[src/rtl/alu_pkg.sv]
// Shared types for the execute-ALU arbiter: ALU select codes, result-register state, port ids.
// Pure declarations, no logic.
package alu_pkg;

    localparam int XLEN = 64;

    typedef enum logic [1:0] {
        ALU_AND = 2'b00,
        ALU_OR  = 2'b01,
        ALU_ADD = 2'b10,
        ALU_NOP = 2'b11
    } alu_sel_t;

    typedef enum logic {
        EMPTY = 1'b0,
        FULL  = 1'b1
    } arb_state_t;

    typedef logic port_id_t;

    function automatic logic [1:0] port_onehot(input port_id_t p);
        return p ? 2'b10 : 2'b01;
    endfunction

endpackage

[src/rtl/alu_arbiter_if.sv]
// Requester/ALU/response bundle of the ALU arbiter; slave = arbiter side, master = environment.
// Pure wiring, no latency; flow control is valid/ready on both request and response.
interface alu_arbiter_if #(
    parameter int XLEN  = alu_pkg::XLEN,
    parameter int CNT_W = 16
);
    logic [1:0]       req_valid;
    logic [1:0]       req_ready;
    logic [XLEN-1:0]  req_a0;
    logic [XLEN-1:0]  req_b0;
    logic [XLEN-1:0]  req_a1;
    logic [XLEN-1:0]  req_b1;
    logic [1:0]       req_sel0;
    logic [1:0]       req_sel1;
    logic [XLEN-1:0]  alu_a;
    logic [XLEN-1:0]  alu_b;
    logic [1:0]       alu_sel;
    logic [XLEN-1:0]  alu_out;
    logic             alu_cout;
    logic             alu_z;
    logic [1:0]       rsp_valid;
    logic [1:0]       rsp_ready;
    logic [XLEN-1:0]  rsp_data;
    logic             rsp_cout;
    logic             rsp_z;
    logic [CNT_W-1:0] grant_cnt0;
    logic [CNT_W-1:0] grant_cnt1;

    modport slave (
        input  req_valid, req_a0, req_b0, req_a1, req_b1, req_sel0, req_sel1,
        output req_ready,
        output alu_a, alu_b, alu_sel,
        input  alu_out, alu_cout, alu_z,
        output rsp_valid, rsp_data, rsp_cout, rsp_z,
        input  rsp_ready,
        output grant_cnt0, grant_cnt1
    );

    modport master (
        output req_valid, req_a0, req_b0, req_a1, req_b1, req_sel0, req_sel1,
        input  req_ready,
        input  alu_a, alu_b, alu_sel,
        output alu_out, alu_cout, alu_z,
        input  rsp_valid, rsp_data, rsp_cout, rsp_z,
        output rsp_ready,
        input  grant_cnt0, grant_cnt1
    );
endinterface

[src/rtl/rr_arb2.sv]
// Two-way arbiter, round-robin or fixed (port 0 first); combinational, zero latency.
// enable low forces no grant, which is how the caller applies downstream backpressure.
module rr_arb2 (
    input  logic [1:0] valid,
    input  logic       enable,
    input  logic       last_grant,
    input  logic       rr_en,
    output logic [1:0] grant
);
    logic [1:0] cand;

    always_comb begin
        cand  = valid & {2{enable}};
        grant = cand;
        // On contention, round-robin favours the port that did not win last time.
        if (cand == 2'b11) begin
            grant = (rr_en && !last_grant) ? 2'b10 : 2'b01;
        end
    end
endmodule

[src/rtl/alu_arbiter.sv]
// Shares one execute ALU between EX (port 0) and branch/addr-calc (port 1); result 1 cycle after accept.
// One-deep result register: no new accept until the tagged requester takes the held result.
module alu_arbiter #(
    parameter int XLEN  = alu_pkg::XLEN,
    parameter int RR_EN = 1,
    parameter int CNT_W = 16
) (
    input  logic          clk,
    input  logic          reset,
    alu_arbiter_if.slave  bus
);
    import alu_pkg::*;

    localparam logic RR_BIT = (RR_EN != 0);

    arb_state_t       state;
    port_id_t         tag;
    port_id_t         last_grant;
    logic [XLEN-1:0]  data_q;
    logic             cout_q;
    logic             z_q;
    logic [CNT_W-1:0] cnt0_q;
    logic [CNT_W-1:0] cnt1_q;

    logic [1:0]       grant;
    logic             fire;
    logic             can_accept;
    logic             accept;
    port_id_t         gport;
    logic [XLEN-1:0]  mux_a;
    logic [XLEN-1:0]  mux_b;
    alu_sel_t         mux_sel;

    // Only the tagged port's ready counts; the other bit is ignored.
    assign fire       = (state == FULL) && bus.rsp_ready[tag];
    assign can_accept = (state == EMPTY) || fire;

    rr_arb2 u_arb (
        .valid      (bus.req_valid),
        .enable     (can_accept),
        .last_grant (last_grant),
        .rr_en      (RR_BIT),
        .grant      (grant)
    );

    assign accept = |grant;
    assign gport  = port_id_t'(grant[1]);

    // Idle ALU inputs are held at zero / NOP so the datapath does not toggle.
    always_comb begin
        mux_a   = '0;
        mux_b   = '0;
        mux_sel = ALU_NOP;
        if (grant[0]) begin
            mux_a   = bus.req_a0;
            mux_b   = bus.req_b0;
            mux_sel = alu_sel_t'(bus.req_sel0);
        end else if (grant[1]) begin
            mux_a   = bus.req_a1;
            mux_b   = bus.req_b1;
            mux_sel = alu_sel_t'(bus.req_sel1);
        end
    end

    always_ff @(posedge clk) begin
        if (reset) begin
            state      <= EMPTY;
            tag        <= 1'b0;
            last_grant <= 1'b1;
            data_q     <= '0;
            cout_q     <= 1'b0;
            z_q        <= 1'b0;
            cnt0_q     <= '0;
            cnt1_q     <= '0;
        end else if (accept) begin
            state      <= FULL;
            tag        <= gport;
            last_grant <= gport;
            data_q     <= bus.alu_out;
            cout_q     <= bus.alu_cout;
            z_q        <= bus.alu_z;
            if (grant[0]) begin
                cnt0_q <= cnt0_q + CNT_W'(1);
            end else begin
                cnt1_q <= cnt1_q + CNT_W'(1);
            end
        end else if (fire) begin
            state <= EMPTY;
        end
    end

    assign bus.req_ready  = grant;
    assign bus.alu_a      = mux_a;
    assign bus.alu_b      = mux_b;
    assign bus.alu_sel    = mux_sel;
    assign bus.rsp_valid  = (state == FULL) ? port_onehot(tag) : 2'b00;
    assign bus.rsp_data   = data_q;
    assign bus.rsp_cout   = cout_q;
    assign bus.rsp_z      = z_q;
    assign bus.grant_cnt0 = cnt0_q;
    assign bus.grant_cnt1 = cnt1_q;
endmodule

[src/flat_wrapper.sv]
// flat-port wrapper written by rule: the top's interface ports become plain ports
module alu_arbiter_flat import alu_pkg::*;
#(
    parameter int XLEN  = alu_pkg::XLEN,
    parameter int RR_EN = 1,
    parameter int CNT_W = 16
)
  (clk, reset, bus_req_valid, bus_req_a0, bus_req_b0, bus_req_a1, bus_req_b1, bus_req_sel0, bus_req_sel1, bus_req_ready, bus_alu_a, bus_alu_b, bus_alu_sel, bus_alu_out, bus_alu_cout, bus_alu_z, bus_rsp_valid, bus_rsp_data, bus_rsp_cout, bus_rsp_z, bus_rsp_ready, bus_grant_cnt0, bus_grant_cnt1);
  alu_arbiter_if #(.XLEN(XLEN), .CNT_W(CNT_W)) bus_i ();
  input  logic clk;
  input  logic reset;
  input wire logic [$bits(bus_i.req_valid)-1:0] bus_req_valid;
  input wire logic [$bits(bus_i.req_a0)-1:0] bus_req_a0;
  input wire logic [$bits(bus_i.req_b0)-1:0] bus_req_b0;
  input wire logic [$bits(bus_i.req_a1)-1:0] bus_req_a1;
  input wire logic [$bits(bus_i.req_b1)-1:0] bus_req_b1;
  input wire logic [$bits(bus_i.req_sel0)-1:0] bus_req_sel0;
  input wire logic [$bits(bus_i.req_sel1)-1:0] bus_req_sel1;
  output wire logic [$bits(bus_i.req_ready)-1:0] bus_req_ready;
  output wire logic [$bits(bus_i.alu_a)-1:0] bus_alu_a;
  output wire logic [$bits(bus_i.alu_b)-1:0] bus_alu_b;
  output wire logic [$bits(bus_i.alu_sel)-1:0] bus_alu_sel;
  input wire logic [$bits(bus_i.alu_out)-1:0] bus_alu_out;
  input wire logic [$bits(bus_i.alu_cout)-1:0] bus_alu_cout;
  input wire logic [$bits(bus_i.alu_z)-1:0] bus_alu_z;
  output wire logic [$bits(bus_i.rsp_valid)-1:0] bus_rsp_valid;
  output wire logic [$bits(bus_i.rsp_data)-1:0] bus_rsp_data;
  output wire logic [$bits(bus_i.rsp_cout)-1:0] bus_rsp_cout;
  output wire logic [$bits(bus_i.rsp_z)-1:0] bus_rsp_z;
  input wire logic [$bits(bus_i.rsp_ready)-1:0] bus_rsp_ready;
  output wire logic [$bits(bus_i.grant_cnt0)-1:0] bus_grant_cnt0;
  output wire logic [$bits(bus_i.grant_cnt1)-1:0] bus_grant_cnt1;
  assign bus_i.req_valid = bus_req_valid;
  assign bus_i.req_a0 = bus_req_a0;
  assign bus_i.req_b0 = bus_req_b0;
  assign bus_i.req_a1 = bus_req_a1;
  assign bus_i.req_b1 = bus_req_b1;
  assign bus_i.req_sel0 = bus_req_sel0;
  assign bus_i.req_sel1 = bus_req_sel1;
  assign bus_req_ready = bus_i.req_ready;
  assign bus_alu_a = bus_i.alu_a;
  assign bus_alu_b = bus_i.alu_b;
  assign bus_alu_sel = bus_i.alu_sel;
  assign bus_i.alu_out = bus_alu_out;
  assign bus_i.alu_cout = bus_alu_cout;
  assign bus_i.alu_z = bus_alu_z;
  assign bus_rsp_valid = bus_i.rsp_valid;
  assign bus_rsp_data = bus_i.rsp_data;
  assign bus_rsp_cout = bus_i.rsp_cout;
  assign bus_rsp_z = bus_i.rsp_z;
  assign bus_i.rsp_ready = bus_rsp_ready;
  assign bus_grant_cnt0 = bus_i.grant_cnt0;
  assign bus_grant_cnt1 = bus_i.grant_cnt1;
  alu_arbiter #(.XLEN(XLEN), .RR_EN(RR_EN), .CNT_W(CNT_W)) u_core (.clk(clk), .reset(reset), .bus(bus_i));
endmodule
[config.mk]
export PLATFORM = sky130hd
export DESIGN_NAME = alu_arbiter_flat
export DESIGN_NICKNAME = d
export VERILOG_FILES = /design/src/rtl/alu_pkg.sv /design/src/rtl/alu_arbiter_if.sv /design/src/rtl/rr_arb2.sv /design/src/rtl/alu_arbiter.sv /design/src/flat_wrapper.sv
export SDC_FILE = /design/constraint.sdc
export NUM_CORES = 1
export LEC_CHECK = 0
export BUFFER_PORTS_ARGS = -buffer_cell sky130_fd_sc_hd__buf_2
export CAP_MARGIN = 30
export CORE_AREA = 4 4 217 219
export CTS_CLUSTER_DIAMETER = 50
export DETAILED_ROUTE_END_ITERATION = 7
export DIE_AREA = 0 0 221 223
export PLACE_DENSITY_LB_ADDON = 0.08
export SYNTH_ARGS = -nofsm -noshare
export SYNTH_HDL_FRONTEND = slang
export SYNTH_HIERARCHICAL = 1
export SYNTH_SLANG_ARGS = --single-unit
[constraint.sdc]
create_clock -name clk -period 5.2 [get_ports clk]
set_input_delay 1.04 -clock clk [delete_from_list [all_inputs] [get_ports clk]]
set_output_delay 1.04 -clock clk [all_outputs]
set_load 0.05 [all_outputs]
==> impl_metrics.json, run 1 <==
{
  "core_sq_um": 45100,
  "place_hpwl_microns": 33600,
  "hp-start": "u_core/bus.rsp_data[28]$_SDFFE_PP0P_",
  "grtUsageMet3": 0.0371,
  "grt.overflow.total": 0,
  "status": "finished clean",
  "fin_hold_ws_ns": 0.447,
  "dieWidth_microns": 221,
  "skew_ns": 0.00746,
  "ys_types": 37,
  "drt-total-wl_microns": 40500,
  "place_area_sq_um": 8540,
  "grt_pass1_vias": 7010,
  "netlist_instances": 628,
  "synth.area.top_cells": "dfxtp_1, a22o_1, nand2_1",
  "postCtsHoldBufs": 0,
  "finalSetupViolCount": 0,
  "fmax_mhz": 241,
  "htreeDepth": 3,
  "nets": 1486,
  "grt_use_met1": 0.202,
  "drt_iter0_drc": 410,
  "dieArea_sq_um": 49300,
  "grt_max_degree": 114,
  "cts_tree": "built",
  "netlist_area_sq_um": 5070,
  "synth-seq-cells": 101,
  "ys_seq_area_frac": 0.399,
  "r2r_end": "u_core/bus.grant_cnt1[15]$_SDFFE_PP0P_",
  "post_cts_buffers": 0,
  "grt_busiest_layer": "met2",
  "period_share": 0.799,
  "hold_path.class": "flip-flop to flip-flop",
  "holdPathEnd": "u_core/bus.rsp_data[28]$_SDFFE_PP0P_",
  "ant_nets": 0,
  "fin_crit_ns": 4.16,
  "clock-sinks": 101,
  "cts_buffers": 9,
  "synth.avg_cell_area_sq_um": 8.08,
  "cp-start-kind": "input port",
  "syn_to_final_growth_pct": 74.2,
  "die_h_microns": 223,
  "cp_data_arrival_time_ns": 3.12,
  "setup_tns_ns": 0,
  "dr.pass1.iters": 4,
  "viasPerCell": 3.90,
  "grt_antenna_before_repair": 21,
  "worstPathMaxFanout": 32,
  "worstReg2RegStart": "u_core/tag$_SDFFE_PP0P_",
  "finalHoldViolCount": 0,
  "layout_setup_ws_ns": 1.04,
  "crit_type": "input port to primary output",
  "fillCellCount": 5201,
  "synth_fp_nets": 962,
  "grt_pass1_wl_microns": 55100,
  "initial_core_util": 0.112,
  "crit_path_end_kind": "primary output",
  "clkTransAtPathRegs_ns": 0.07,
  "yosysTopAreaCell": "dfxtp_1",
  "maxCapViolCount": 0,
  "tightest_slew_ns": 0.815,
  "post_cts_resized": 0,
  "pre_cts_ws_ns": 1.02,
  "clockBufferDepth": 2,
  "r2r_cells": 8,
  "ctsRootBufferMaster": "clkbuf_16",
  "power.density_nw_per_um2": 300,
  "wire_per_inst_microns": 23.0,
  "synth_top_cell_area_share": 0.399,
  "gp_congestion": 0.891,
  "yosysWarnings": 6,
  "drcViolationCount": 0,
  "drive_gt1_frac": 0.513,
  "io_pins": 564,
  "mostFrequentLayoutCells": "buf_2, nand2_1, a22o_1",
  "track_usage": 0.155,
  "cp.required_ns": 4.16,
  "vdd_drop_max_v": 0.000150,
  "reg2reg_slack_ns": 2.40,
  "row_count": 78,
  "port_buffers": 563,
  "power.leakage_nw": 4.49,
  "final_area_sq_um": 8840,
  "finalMaxSlewViolations": 0,
  "clk_latency_ns": 0.36,
  "use_met2": 0.264,
  "final_common_cell": "buf_2",
  "whs_path_depth": 2,
  "rsz0062_at_grt": "false",
  "power_mw": 2.65,
  "max_slew_margin": 0.457,
  "num_vias": 6860
}
critical path: stages:
cell and delay, ns:
buf_2 0.10, mux2i_1 0.19, nand2_1 0.15, o211a_4 0.32, nor2b_4 0.43, buf_4 0.38, a22o_1 0.19, buf_2 0.30
worst max path at each step:
stage | from | to | slack, ns | cells after the start
2_1_floorplan | bus_rsp_ready[1] | bus_alu_a[47] | 0.56 | 10
3_3_place_gp | bus_rsp_ready[1] | bus_alu_a[8] | 0.97 | 8
3_5_place_dp | bus_rsp_ready[1] | bus_alu_b[1] | 1.02 | 8
4_1_cts | bus_rsp_ready[1] | bus_alu_b[1] | 1.02 | 8
5_1_grt | bus_rsp_ready[1] | bus_alu_b[1] | 0.85 | 8
6_report | bus_rsp_ready[1] | bus_alu_b[16] | 1.04 | 8
kinds of logic after synthesis:
| logic type | count (synthesis) | synth area share |
|---|---|---|
| muxes | 3 | 0.00592 |
| DFF | 101 | 0.399 |
| xor gates and xnor gates | 24 | 0.0414 |
| AOI/OAI and AO/OA | 213 | 0.308 |
| buffers and inverters | 64 | 0.0516 |
| and+or+nand+nor | 220 | 0.189 |
| adders and majority gates | 2 | 0.00493 |
| other | 1 | 0.000739 |
sequential cells by signal, indices dropped and copies added (netlist names):
signal,flops
u_core/bus.rsp_z,1
u_core/last_grant,1
u_core/bus.rsp_data,64
u_core/state,1
u_core/bus.rsp_cout,1
u_core/tag,1
u_core/bus.grant_cnt0,16
u_core/bus.grant_cnt1,16
area by class of cell:
cell class                 instances  area, sq um  area share
clock inverter                     6         60.1     0.00680
inverter                           6         22.5     0.00255
multi-input combinational        463         2820       0.319
sequential                       101         2020       0.229
clock buffer                      10          229      0.0259
antenna                            3         7.51    0.000849
timing repair buffer             571         2930       0.332
tap                              600          751      0.0849
synthesized netlist by cell type:
cell type  count
buf_1          7
o31ai_1        1
a21oi_1       76
ha_1           2
a22o_1       128
nand2b_4       1
a211o_1        1
inv_1          6
buf_6          1
o211a_1        1
nand3b_4       1
nand4b_1       1
a2bb2oi_1      1
nor3b_1        1
nand4_1        9
conb_1         1
mux2i_1        3
and4b_1        1
nand3_1        5
or2_2          1
dfxtp_1      101
nor2_1        28
xor2_1        10
and4_1         2
and3_1         1
clkbuf_1      39
o21ai_0        5
or3_1          5
and2_1         1
nor4_1         5
nor3_1         7
xnor2_1       14
nor2b_1        2
nand2_1      147
or4_1          1
or2_1          1
buf_2         11
stage by stage:
step / cells / util
floorplan: 628 / -
global placement: 1741 / 0.189
detailed placement: 1741 / 0.189
CTS: 1757 / 0.196
global route: 1759 / 0.196
finish: 1760 / 0.196
where the power goes:
part,internal [mW],switching [mW]
logic,0.300,0.826
clock network,0.335,0.345
registers,0.818,0.0240
metal layers:
| layer | part of all wire | wire (microns) | vias up |
|---|---|---|---|
| met5 | 0 | 0 | - |
| met4 | 0.012 | 496 | 0 |
| met3 | 0.073 | 2970 | 39 |
| met2 | 0.48 | 19500 | 359 |
| met1 | 0.43 | 17500 | 3170 |
| li1 | - | - | 3292 |
Note: power is estimated with default switching activity, not from simulation.
==> run 2, diff against run 1 <==
==> constraint.sdc (replaced) <==
create_clock -name clk -period 3.55 [get_ports clk]
set_input_delay 0.71 -clock clk [delete_from_list [all_inputs] [get_ports clk]]
set_output_delay 0.71 -clock clk [all_outputs]
set_load 0.05 [all_outputs]
==> run 2 against run 1 <==
Cell area is 7.2% higher. Core utilization grew 1.4 points. Setup slack lost 0.80 ns. Total power rose by 52%. Sequential share of layout area fell by 1.5 points. Largest cell class unchanged. Critical path depth did not move. Die area unchanged.
==> impl_metrics.json, run 2 (same netlist as run 1, synthesis figures left out) <==
{
  "nets": 1494,
  "place_inst": 1749,
  "period_share": 0.932,
  "status": "finished clean",
  "grt.overflow.total": 0,
  "combinationalPowerShare": 0.456,
  "crit_slowest_cell": "dfxtp_1",
  "fin_crit_ns": 3.31,
  "core_sq_um": 45100,
  "final_common_cell": "buf_2",
  "clkPwrFrac": 0.239,
  "dieArea_sq_um": 49300,
  "finalMaxSlewViolations": 0,
  "track_usage": 0.165,
  "setup_tns_ns": 0,
  "syn_to_final_growth_pct": 86.8,
  "holdPathEnd": "u_core/bus.rsp_data[2]$_SDFFE_PP0P_",
  "grt_antenna_before_repair": 23,
  "worstPathMaxFanout": 61,
  "initial_core_util": 0.112,
  "tightest_slew_ns": 0.573,
  "place_area_sq_um": 9180,
  "crit_type": "flip-flop to primary output",
  "hold_path.class": "flip-flop to flip-flop",
  "clockBufferDepth": 2,
  "dr.pass1.iters": 4,
  "worstReg2RegStart": "u_core/tag$_SDFFE_PP0P_",
  "power_switching_mw": 1.76,
  "drt-total-wl_microns": 43200,
  "skew_ns": 0.0148,
  "power.density_nw_per_um2": 426,
  "cp-start-kind": "flip-flop",
  "ctsRootBufferMaster": "clkbuf_16",
  "max_slew_margin": 0.618,
  "clk_latency_ns": 0.35,
  "io_pins": 564,
  "power_mw": 4.03,
  "crit_chain": "mux2i_1, nand2_1, o211a_4, nor2b_4, buf_12, buf_4, a22o_1, buf_2",
  "drcViolationCount": 0,
  "whs_path_depth": 2,
  "finalHoldViolCount": 0,
  "maxCapViolCount": 0,
  "ant_nets": 0,
  "drive_gt1_frac": 0.516,
  "clkTransAtPathRegs_ns": 0.07,
  "die_h_microns": 223,
  "viasPerCell": 3.98,
  "wire_per_inst_microns": 24.4,
  "vdd_drop_max_v": 0.000185,
  "num_vias": 7050,
  "post_cts_buffers": 0,
  "grt_pass1_vias": 7149,
  "port_buffers": 563,
  "cp.required_ns": 2.84,
  "place_hpwl_microns": 36000,
  "dieWidth_microns": 221,
  "multiInputGateArea_sq_um": 2830,
  "power.leakage_nw": 4.68,
  "cts_tree": "built",
  "grt_max_degree": 62,
  "seq_area_sq_um": 2020,
  "crit_path_end_kind": "primary output",
  "p_int_mw": 2.27,
  "grt_pass1_wl_microns": 58300,
  "postCtsHoldBufs": 0,
  "hp-start": "u_core/bus.rsp_data[2]$_SDFFE_PP0P_",
  "swShare": 0.437,
  "seqPwrFrac": 0.306,
  "row_count": 78,
  "r2r_end": "u_core/bus.rsp_data[49]$_SDFFE_PP0P_",
  "fmax_mhz": 302,
  "r2r_cells": 9,
  "cp_data_arrival_time_ns": 2.60,
  "drt_iter0_drc": 523,
  "reg2reg_slack_ns": 0.74,
  "post_cts_resized": 0,
  "gp_congestion": 1.02,
  "clock-sinks": 101,
  "fillCellCount": 5144,
  "largest_reg_flops": 64,
  "finalSetupViolCount": 0,
  "cts_buffers": 9,
  "final-instance-count-excl-fill": 1773,
  "htreeDepth": 3,
  "rsz0062_at_grt": "false",
  "mostFrequentLayoutCells": "buf_2, nand2_1, a22o_1",
  "slowest_delay_ns": 0.45,
  "final_area_sq_um": 9470
}
-- run 2: cell count changes in the layout (fill, tap and decap cells not counted), sizes merged --
cell	before	now
buf	571	579
inv	7	6
diode	3	8
clkinv	3	2
clkinvlp	2	1
clkbuf	10	13
-- run 2: worst max path at each step --
stage	from	endpoint	slack, ns	cells past startpoint
6_report	u_core/tag$_SDFFE_PP0P_	bus_alu_a[47]	0.24	8
5_1_grt	u_core/tag$_SDFFE_PP0P_	bus_alu_a[49]	0.05	8
4_1_cts	u_core/tag$_SDFFE_PP0P_	bus_alu_a[47]	0.20	8
3_5_place_dp	bus_rsp_ready[1]	bus_alu_a[47]	0.35	9
3_3_place_gp	bus_rsp_ready[1]	bus_alu_a[53]	0.30	9
2_1_floorplan	bus_rsp_ready[1]	bus_alu_b[54]	0.02	8
-- run 2: final cells by class --
type                       count  area share
antenna                        8     0.00211
clock buffer                  13      0.0264
clock inverter                 3     0.00225
inverter                       6     0.00238
multi-input combinational    463       0.299
sequential                   101       0.213
tap                          600      0.0792
timing repair buffer         579       0.375
-- run 2: stage by stage --
step	utilization	hold slack, ns	worst slack (ns)
2_1_floorplan	-	0.437	0.0233
6_report	0.210	0.448	0.243
3_3_place_gp	0.204	0.436	0.298
5_1_grt	0.210	0.468	0.0516
3_5_place_dp	0.204	0.441	0.348
4_1_cts	0.210	0.452	0.202
-- run 2: power groups by stage --
stage | sequential [mW] | combinational (mW) | clock (mW)
4_1_cts | 1.23 | 1.86 | 1.04
3_3_place_gp | 1.26 | 1.86 | 0
3_5_place_dp | 1.26 | 1.85 | 0
6_report | 1.23 | 1.84 | 0.962
2_1_floorplan | 1.48 | 0.874 | 0
5_1_grt | 1.24 | 1.93 | 1.06
-- run 2: critical path: cells and delay by family, from the launching register on --
family	cells	cell delay [ns]
buffers and inverters	3	0.76
AOI/OAI and AO/OA	2	0.33
and+or+nand+nor	2	0.31
muxes	1	0.28
DFF	1	0.45
-- run 2: layer usage --
layer  vias to the layer above  GRT usage  routed length, microns
met5                         -          0                      20
met4                         2     0.0381                     835
met3                        50     0.0725                    4810
met2                       360      0.283                   21000
met1                      3311      0.191                   16600
li1                       3327          -                       -
